===== src/rtl/ard_seq_sender.sv =====
// Queued code sender: a small FIFO feeds a HOLD/GAP strobe sequencer towards the Arduino link.
// Optional feature: define SEND_ACK_EN to end each hold early on a synchronised ard_ack.
module ard_seq_sender #(
  parameter int DATA_W      = 3,
  parameter int IN_W        = 4,
  parameter int MAX_CODE    = 6,
  parameter int HOLD_CYCLES = 1200000,
  parameter int GAP_CYCLES  = 120000,
  parameter int DEPTH       = 4
) (
  input  logic              hwclk,
  input  logic              rst_n,
  input  logic [IN_W-1:0]   in_data,
  input  logic              in_valid,
  output logic              in_ready,
  output logic [DATA_W-1:0] data_out,
  output logic              strobe,
  input  logic              ard_ack,
  output logic              busy,
  output logic              done,
  output logic              clip_err,
  output logic              ack_timeout
);

  localparam int AW    = $clog2(DEPTH);
  localparam int MAX_T = (HOLD_CYCLES > GAP_CYCLES) ? HOLD_CYCLES : GAP_CYCLES;
  localparam int CNT_W = $clog2(MAX_T + 1);

  localparam logic [CNT_W-1:0] HOLD_LAST = CNT_W'(HOLD_CYCLES - 1);
  localparam logic [CNT_W-1:0] GAP_LAST  = CNT_W'(GAP_CYCLES - 1);
  localparam logic [CNT_W-1:0] CNT_ONE   = CNT_W'(1);
  localparam logic [AW:0]      PTR_ONE   = (AW + 1)'(1);
  localparam logic [IN_W-1:0]  MAX_IN    = IN_W'(MAX_CODE);

  typedef enum logic [1:0] {
    S_IDLE,
    S_HOLD,
    S_GAP
  } state_e;

  // ---------------------------------------------------------------------------
  // FIFO: the extra pointer bit distinguishes full from empty.
  logic [DATA_W-1:0] mem_q [DEPTH];
  logic [AW:0]       wr_ptr_q, wr_ptr_d;
  logic [AW:0]       rd_ptr_q, rd_ptr_d;
  logic              fifo_empty, fifo_full;
  logic              push, pop;
  logic              in_clip;
  logic [DATA_W-1:0] wr_data;

  assign fifo_empty = (wr_ptr_q == rd_ptr_q);
  assign fifo_full  = (wr_ptr_q[AW] != rd_ptr_q[AW]) &&
                      (wr_ptr_q[AW-1:0] == rd_ptr_q[AW-1:0]);
  assign in_ready   = !fifo_full;
  assign push       = in_valid && in_ready;
  assign in_clip    = (in_data > MAX_IN);
  assign wr_data    = in_clip ? '0 : in_data[DATA_W-1:0];

  assign wr_ptr_d   = push ? wr_ptr_q + PTR_ONE : wr_ptr_q;
  assign rd_ptr_d   = pop  ? rd_ptr_q + PTR_ONE : rd_ptr_q;

  // NOTE: storage has no reset; the pointers alone define which entries are live.
  always_ff @(posedge hwclk) begin
    if (push) mem_q[wr_ptr_q[AW-1:0]] <= wr_data;
  end

  // ---------------------------------------------------------------------------
  // Sequencer
  state_e            state_q, state_d;
  logic [CNT_W-1:0]  cnt_q, cnt_d;
  logic [DATA_W-1:0] data_out_q, data_out_d;
  logic              strobe_q, strobe_d;
  logic              done_q, done_d;
  logic              clip_q;
  logic              tmo_q, tmo_d;
  logic              hold_end, hold_timeout;

`ifdef SEND_ACK_EN
  logic [1:0] ack_sync_q;
  logic       ack_armed_q, ack_armed_d;
  logic       ack_s, ack_hit;

  assign ack_s        = ack_sync_q[1];
  // An ack still high from the previous symbol must drop before it counts.
  assign ack_armed_d  = (state_q == S_HOLD) ? (ack_armed_q || !ack_s) : 1'b0;
  assign ack_hit      = ack_s && ack_armed_q;
  assign hold_end     = ack_hit || (cnt_q == HOLD_LAST);
  assign hold_timeout = !ack_hit && (cnt_q == HOLD_LAST);

  always_ff @(posedge hwclk or negedge rst_n) begin
    if (!rst_n) begin
      ack_sync_q  <= '0;
      ack_armed_q <= 1'b0;
    end else begin
      ack_sync_q  <= {ack_sync_q[0], ard_ack};
      ack_armed_q <= ack_armed_d;
    end
  end
`else
  logic unused_ack;

  assign unused_ack   = ard_ack;
  assign hold_end     = (cnt_q == HOLD_LAST);
  assign hold_timeout = 1'b0;
`endif

  // NOTE: every output of this block is defaulted first so no path infers a latch.
  always_comb begin
    state_d    = state_q;
    cnt_d      = cnt_q + CNT_ONE;
    data_out_d = data_out_q;
    strobe_d   = strobe_q;
    done_d     = 1'b0;
    tmo_d      = 1'b0;
    pop        = 1'b0;
    unique case (state_q)
      S_IDLE: begin
        cnt_d = '0;
        if (!fifo_empty) begin
          pop        = 1'b1;
          state_d    = S_HOLD;
          data_out_d = mem_q[rd_ptr_q[AW-1:0]];
          strobe_d   = 1'b1;
        end
      end
      S_HOLD: begin
        if (hold_end) begin
          state_d    = S_GAP;
          cnt_d      = '0;
          data_out_d = '0;
          strobe_d   = 1'b0;
          tmo_d      = hold_timeout;
        end
      end
      S_GAP: begin
        if (cnt_q == GAP_LAST) begin
          cnt_d = '0;
          if (!fifo_empty) begin
            pop        = 1'b1;
            state_d    = S_HOLD;
            data_out_d = mem_q[rd_ptr_q[AW-1:0]];
            strobe_d   = 1'b1;
          end else begin
            state_d = S_IDLE;
            done_d  = 1'b1;
          end
        end
      end
      default: begin
        state_d = S_IDLE;
        cnt_d   = '0;
      end
    endcase
  end

  // NOTE: state registers use non-blocking assignments so all flops update together.
  always_ff @(posedge hwclk or negedge rst_n) begin
    if (!rst_n) begin
      wr_ptr_q   <= '0;
      rd_ptr_q   <= '0;
      state_q    <= S_IDLE;
      cnt_q      <= '0;
      data_out_q <= '0;
      strobe_q   <= 1'b0;
      done_q     <= 1'b0;
      clip_q     <= 1'b0;
      tmo_q      <= 1'b0;
    end else begin
      wr_ptr_q   <= wr_ptr_d;
      rd_ptr_q   <= rd_ptr_d;
      state_q    <= state_d;
      cnt_q      <= cnt_d;
      data_out_q <= data_out_d;
      strobe_q   <= strobe_d;
      done_q     <= done_d;
      clip_q     <= push && in_clip;
      tmo_q      <= tmo_d;
    end
  end

  assign data_out    = data_out_q;
  assign strobe      = strobe_q;
  assign done        = done_q;
  assign clip_err    = clip_q;
  assign ack_timeout = tmo_q;
  assign busy        = (state_q != S_IDLE) || !fifo_empty;

endmodule


===== config.mk =====
export PLATFORM = sky130hd
export DESIGN_NAME = ard_seq_sender
export DESIGN_NICKNAME = d
export VERILOG_FILES = /design/src/rtl/ard_seq_sender.sv
export SDC_FILE = /design/constraint.sdc
export NUM_CORES = 1
export LEC_CHECK = 0
export ABC_CLOCK_PERIOD_IN_PS = 2530
export CAP_MARGIN = 20
export CORE_ASPECT_RATIO = 0.5
export CORE_MARGIN = 5
export CORE_UTILIZATION = 55
export CTS_BUF_LIST = sky130_fd_sc_hd__clkbuf_8
export DETAILED_ROUTE_END_ITERATION = 10
export PLACE_DENSITY = 0.74
export SLEW_MARGIN = 25
export SYNTH_ARGS = -nofsm -noshare
export SYNTH_HDL_FRONTEND = slang
export SYNTH_SLANG_ARGS = --single-unit

===== constraint.sdc =====
create_clock -name hwclk -period 2.53 [get_ports hwclk]
set_input_delay 0.506 -clock hwclk [delete_from_list [all_inputs] [get_ports hwclk]]
set_output_delay 0.506 -clock hwclk [all_outputs]
set_load 0.01 [all_outputs]

==> results of run 1 <==
## per-layer routing
layer | vias to the layer above | track usage [%]
met1 | 748 | 20.8
met3 | 0 | 4.33
li1 | 753 | -
met5 | - | 0
met2 | 27 | 28.1
met4 | 0 | 3.74
## path summary, 6_finish.rpt
| check | startpoint | to | slack [ps] |
|---|---|---|---|
| worst max-delay path | rd_ptr_q[1]$_DFFE_PN0P_ | busy | 160 |
| worst min-delay path | rst_n | wr_ptr_q[0]$_DFFE_PN0P_ | 400 |
| worst max register to register | cnt_q[13]$_DFF_PN0_ | cnt_q[16]$_DFF_PN0_ | 430 |
| worst min register to register | wr_ptr_q[2]$_DFFE_PN0P_ | wr_ptr_q[2]$_DFFE_PN0P_ | 490 |
| max in group asynchronous | rst_n | rd_ptr_q[0]$_DFFE_PN0P_ | 1480 |
| min in group hwclk | wr_ptr_q[2]$_DFFE_PN0P_ | wr_ptr_q[2]$_DFFE_PN0P_ | 490 |
## where the power goes
| group | total [mW] | leakage, nW | switching (mW) | internal, mW |
|---|---|---|---|---|
| registers | 1.08 | 0.575 | 0.132 | 0.947 |
| logic | 0.987 | 0.440 | 0.528 | 0.460 |
| clock network | 0.450 | 0.0402 | 0.257 | 0.193 |
| total | 2.52 | 1.06 | 0.917 | 1.60 |
## per-stage QoR
step	cells	hold WS, ps
after floorplan	208	210
after global placement	273	466
after detailed placement	273	474
after CTS	281	396
after global routing	281	395
final	281	395
## final cells by class
class / instances / area (µm²)
timing repair buffer: 16 / 155
inverter: 14 / 52.6
sequential: 47 / 1240
clock inverter: 3 / 20.0
multi-input combinational: 142 / 1040
tap: 54 / 67.6
fill: 315 / 1380
clock buffer: 5 / 68.8
## flip-flops by register name, indices dropped and copies added (netlist names)
name	flops
cnt_q	21
mem_q	12
data_out	3
rd_ptr_q	3
wr_ptr_q	3
state_q	2
clip_err	1
done	1
strobe	1
## placed cells by master (no fill, tap or decap), types with 2 or more instances in the layout
cell	count
o2bb2ai_1	3
mux4_2	3
nand4_1	3
and2_1	4
nand3_1	11
clkbuf_8	5
nor2_1	28
xor2_1	13
clkinvlp_4	2
nor4_1	2
nor3_2	2
ha_1	10
buf_4	2
nand2_1	12
dfrtp_1	34
a21bo_1	2
clkdlybuf4s50_1	14
inv_1	14
a211oi_1	3
nor2b_1	4
xnor2_1	13
edfxtp_1	12
nor3_1	4
and4_1	2
## kinds of logic after synthesis
| kind of cell | Yosys count | synth area share [%] |
|---|---|---|
| AOI/OAI and AO/OA | 17 | 6.47 |
| DFF | 47 | 52.4 |
| adders and majority gates | 10 | 5.30 |
| xor gates and xnor gates | 26 | 9.65 |
| muxes | 5 | 3.76 |
| buffers and inverters | 19 | 3.61 |
| other | 1 | 0.159 |
| and+or+nand+nor | 83 | 18.7 |
==> out/qor.txt, run 1 <==
Status: completed
Worst path max stage delay: 490 ps
Synth Instances: 208
Metal3 WL: 166 µm
Nets: 244
Synth top area share: 37.1%
ANT nets after route: 0
CP arrival: 1860 ps
Critical path class: reg2out
Final-report max-slew violation count: 0
Initial antenna violation count: 0
Vias: 1528
Post-Route M1 WL: 1940 µm
CP Launch Type: register
Distinct cells, synth: 45
DR WL/cell: 15.4 µm
Post-synth top cells: dfrtp_1, nor2_1, inv_1, xnor2_1, xor2_1
DIE WIDTH: 103 µm
Top cells by area, synth: dfrtp_1, edfxtp_1, ha_1
Largest area contributor in the netlist: dfrtp_1
Clock slew at reported path FFs: 80 ps
RSZ-0062 raised after global routing: no
Post-DP HPWL: 3140 µm
CP Depth: 4
Worst-Margin Slew: 644 ps
Max VDD drop: 0.700 mV
Vias in the first global route: 1614
Post-Syn Nets: 226
Leak: 1.06 nW
Final worst path period need: 2370 ps
CTS HTree Levels: 2
Slowest cell on crit path: clkdlybuf4s50_1
Post-CTS Hold Fix Bufs: 0
DP Area: 2550 µm²
Cell row count: 16
Avg Cell Area, Syn: 11.3 µm²
Req. time, crit path: 2020 ps
Post-Route WL: 4320 µm
CP delay by family, top: buffers and inverters
Post-layout util: 65.7%
Layout cell share with drive strength beyond 1: 9.25%
Fmax: 423 MHz
Pwr dens: 951 nW/µm²
Fin area: 2650 µm²
Slew headroom: 56.6%
Setup ws final: 163 ps
Max Used Layer: met3
Die Y: 56.3 µm
Largest net degree at the start of global routing: 33
Total Power: 2.52 mW
Cts repair resizes: 0
Met2 WL post-DR: 2220 µm
Post-synthesis sequential area ratio: 52.4%
CTS root buffer: clkbuf_8
Critical path peak fanout: 6
Layout area overhead: 12.1%
Global-route usage over all layers: 16.4%
Hold Crit Class: in2async
Die ar.: 5780 µm²
# IOs: 17
Worst skew pair latency: 300 ps
N_diodes: 0
Async set-or-reset flop fraction in the synthesized netlist: 74.5%
Clock Sinks: 47
Core Region: 4020 µm²
CTS tree: built
Iter 0 DRT Violations: 41
Worst slack, placed: 342 ps
Initial Util: 58.6%
TritonCTS Buffers: 5
Final setup viols: 0
Crit path cell chain: xor2_1, nor3_2, nand2_1, clkdlybuf4s50_1
Residual DRC: 0
Vias per inst: 5.44
Most common cell in the synthesized netlist: dfrtp_1
Clk buf depth: 2
Initial DRT Pass Iterations: 4
Crit path buffers/inverters: 1
Port buffer count: 14
R2r worst-path depth: 6
Number of synthesized flops with an enable pin: 12
Top_reg_cell synth: dfrtp_1
Kind of end point of the critical path: output port
GRT overflow: 0
Routability congestion estimate: 0.774
#FFs+latches synth: 47
Final Hold Viols: 0
Warnings from Yosys: 0
Postcts setup bufs: 0
First-pass GRT wire length: 7450 µm
Mapped Area: 2360 µm²
Tcrit/Tclk final: 93.5%
Max-Cap Viols: 0
Skew final: 6.56 ps
Sum Neg Setup Slack: 0 ps
Power figures use the tool's default switching activity.
==> inputs of run 2 (changes only) <==
Settings changed: ABC_CLOCK_PERIOD_IN_PS 2530 to 2610.
Clock period 2.53 ns to 2.61 ns, I/O delays scaled along.
==> out/qor.txt, run 2 (same netlist as run 1, synthesis figures left out) <==
Post-Route WL: 4300 µm (-0.56%)
Commonest non-fill, non-tap cell in the layout: dfrtp_1
GRT overflow: 0 (unchanged)
TritonCTS Buffers: 5 (unchanged)
Tcrit/Tclk final: 91.6%
Clk buf depth: 2 (unchanged)
CTS HTree Levels: 2 (unchanged)
Most frequent cells in the layout: dfrtp_1, nor2_1, inv_1, clkdlybuf4s50_1
DP Area: 2550 µm² (unchanged)
Critical path class: reg2out
Max reg flops: 21 (unchanged)
Cell row count: 16 (unchanged)
# IOs: 17 (unchanged)
Final setup viols: 0 (unchanged)
Worst R2R End: cnt_q[11]$_DFF_PN0_
Largest Register: cnt_q
Critical path peak fanout: 6 (unchanged)
RSZ-0062 raised after global routing: no
Vias in the first global route: 1654 (+2.5%)
Leak: 1.07 nW (+1.6%)
Critical path origin: rd_ptr_q[0]$_DFFE_PN0P_
CTS root buffer: clkbuf_8
Critical Path End: busy
Clock slew at reported path FFs: 80 ps (about the same)
CP Launch Type: register
Req. time, crit path: 2090 ps (+70 ps)
Kind of end point of the critical path: output port
Die ar.: 5780 µm² (unchanged)
Iter 0 DRT Violations: 46 (+12%)
Pwr dens: 945 nW/µm² (-0.65%)
Initial DRT Pass Iterations: 4 (unchanged)
N_diodes: 0 (unchanged)
Worst-Margin Slew: 705 ps (+61.1 ps)
CTS tree: built
Core Region: 4020 µm² (unchanged)
Largest net degree at the start of global routing: 33 (unchanged)
Slew headroom: 52.5% (-4.1 points)
Vias per inst: 5.54 (+1.9%)
Post-DP HPWL: 3100 µm (-1.3%)
R2r worst-path depth: 6 (unchanged)
DIE WIDTH: 103 µm (unchanged)
ANT nets after route: 0 (unchanged)
Port buffer count: 14 (unchanged)
Post-layout util: 66.2% (+0.44 points)
Die Y: 56.3 µm (unchanged)
Worst skew pair latency: 290 ps (about the same)
DR WL/cell: 15.3 µm (-0.56%)
Status: completed
Final-report max-slew violation count: 0 (unchanged)
Skew final: 6.80 ps (+0.249 ps)
Sum Neg Setup Slack: 0 ps (unchanged)
Initial antenna violation count: 0 (unchanged)
Initial Util: 58.6% (unchanged)
Fmax: 418 MHz
Fin area: 2660 µm² (+0.66%)
Final worst path period need: 2390 ps
Global-route usage over all layers: 16.4% (about the same)
First-pass GRT wire length: 7420 µm (-0.28%)
Routability congestion estimate: 0.758 (-2.0%)
Vias: 1557 (+1.9%)
Layout cell share with drive strength beyond 1: 8.37% (-0.88 points)
Post-CTS Hold Fix Bufs: 0 (unchanged)
Clock Sinks: 47 (unchanged)
Nets: 244 (unchanged)
Residual DRC: 0 (unchanged)
Postcts setup bufs: 0 (unchanged)
CP arrival: 1870 ps (about the same)
Final Hold Viols: 0 (unchanged)
Layout area overhead: 12.8%
Hold Crit Class: in2async
Max VDD drop: 0.646 mV (-7.7%)
R2r setup slk: 490 ps (+60 ps)
Max-Cap Viols: 0 (unchanged)
R2r startpoint: cnt_q[13]$_DFF_PN0_
-- run 2: cell types whose count changed in the layout (fill, tap and decap cells not counted) --
cell | previous run | this run
clkinv_1 | 0 | 1
bufinv_16 | 0 | 1
clkinvlp_4 | 2 | 0
dfrtp_1 | 34 | 35
dfrtp_2 | 1 | 0
-- run 2: critical path, stage by stage, from the launching register on --
cell,delay (ps)
dfrtp_1,530
xor2_1,280
nor3_2,90
nand2_1,130
clkdlybuf4s50_1,540
-- run 2: routing by layer --
layer,routed length [µm],vias up,global-route usage (%)
met5,0,-,0
met4,0,0,4.67
met3,153,0,4.94
met2,2230,28,27.4
met1,1920,780,20.5
li1,-,749,-
-- run 2: area by class of cell --
type	count	area (µm²)
Tap cell	54	67.6
Multi-Input combinational cell	142	1040
Inverter	14	52.6
Fill cell	299	1360
Clock inverter	3	38.8
Sequential cell	47	1240
Clock buffer	5	68.8
Timing Repair Buffer	16	155
-- run 2: report_power, final --
part,switching (mW),internal (mW),total [mW]
Combinational,0.508,0.447,0.955
Sequential,0.129,0.916,1.05
Clock,0.235,0.281,0.516
Total,0.873,1.64,2.52
-- run 2: worst min path at each step --
stage                                 start                 endpoint  slack, ps  depth (start not counted)
floorplan                             rst_n       clip_err$_DFF_PN0_        230                          0
global placement         strobe$_DFFE_PN0P_       strobe$_DFFE_PN0P_        470                          1
detailed placement  data_out[1]$_DFFE_PN0P_  data_out[1]$_DFFE_PN0P_        490                          1
CTS                                   rst_n  wr_ptr_q[0]$_DFFE_PN0P_        410                          1
global route                          rst_n  wr_ptr_q[0]$_DFFE_PN0P_        410                          1
finish                                rst_n  wr_ptr_q[0]$_DFFE_PN0P_        410                          1
-- run 2: metrics by stage --
step | setup slack, ps | cells | power (mW) | hold WS, ps
final | 219 | 281 | 2.52 | 414
after floorplan | 808 | 208 | 1.73 | 226
after detailed placement | 417 | 273 | 2.00 | 485
after CTS | 82.7 | 281 | 2.52 | 414
after global placement | 448 | 273 | 1.97 | 466
after global routing | 43.8 | 281 | 2.69 | 407
-- run 2: repair_timing --
item | CTS | global route
endpoints found under the setup margin | 0 | 1
hold endpoints to repair | 0 | 0
gates resized for setup | 0 | 1
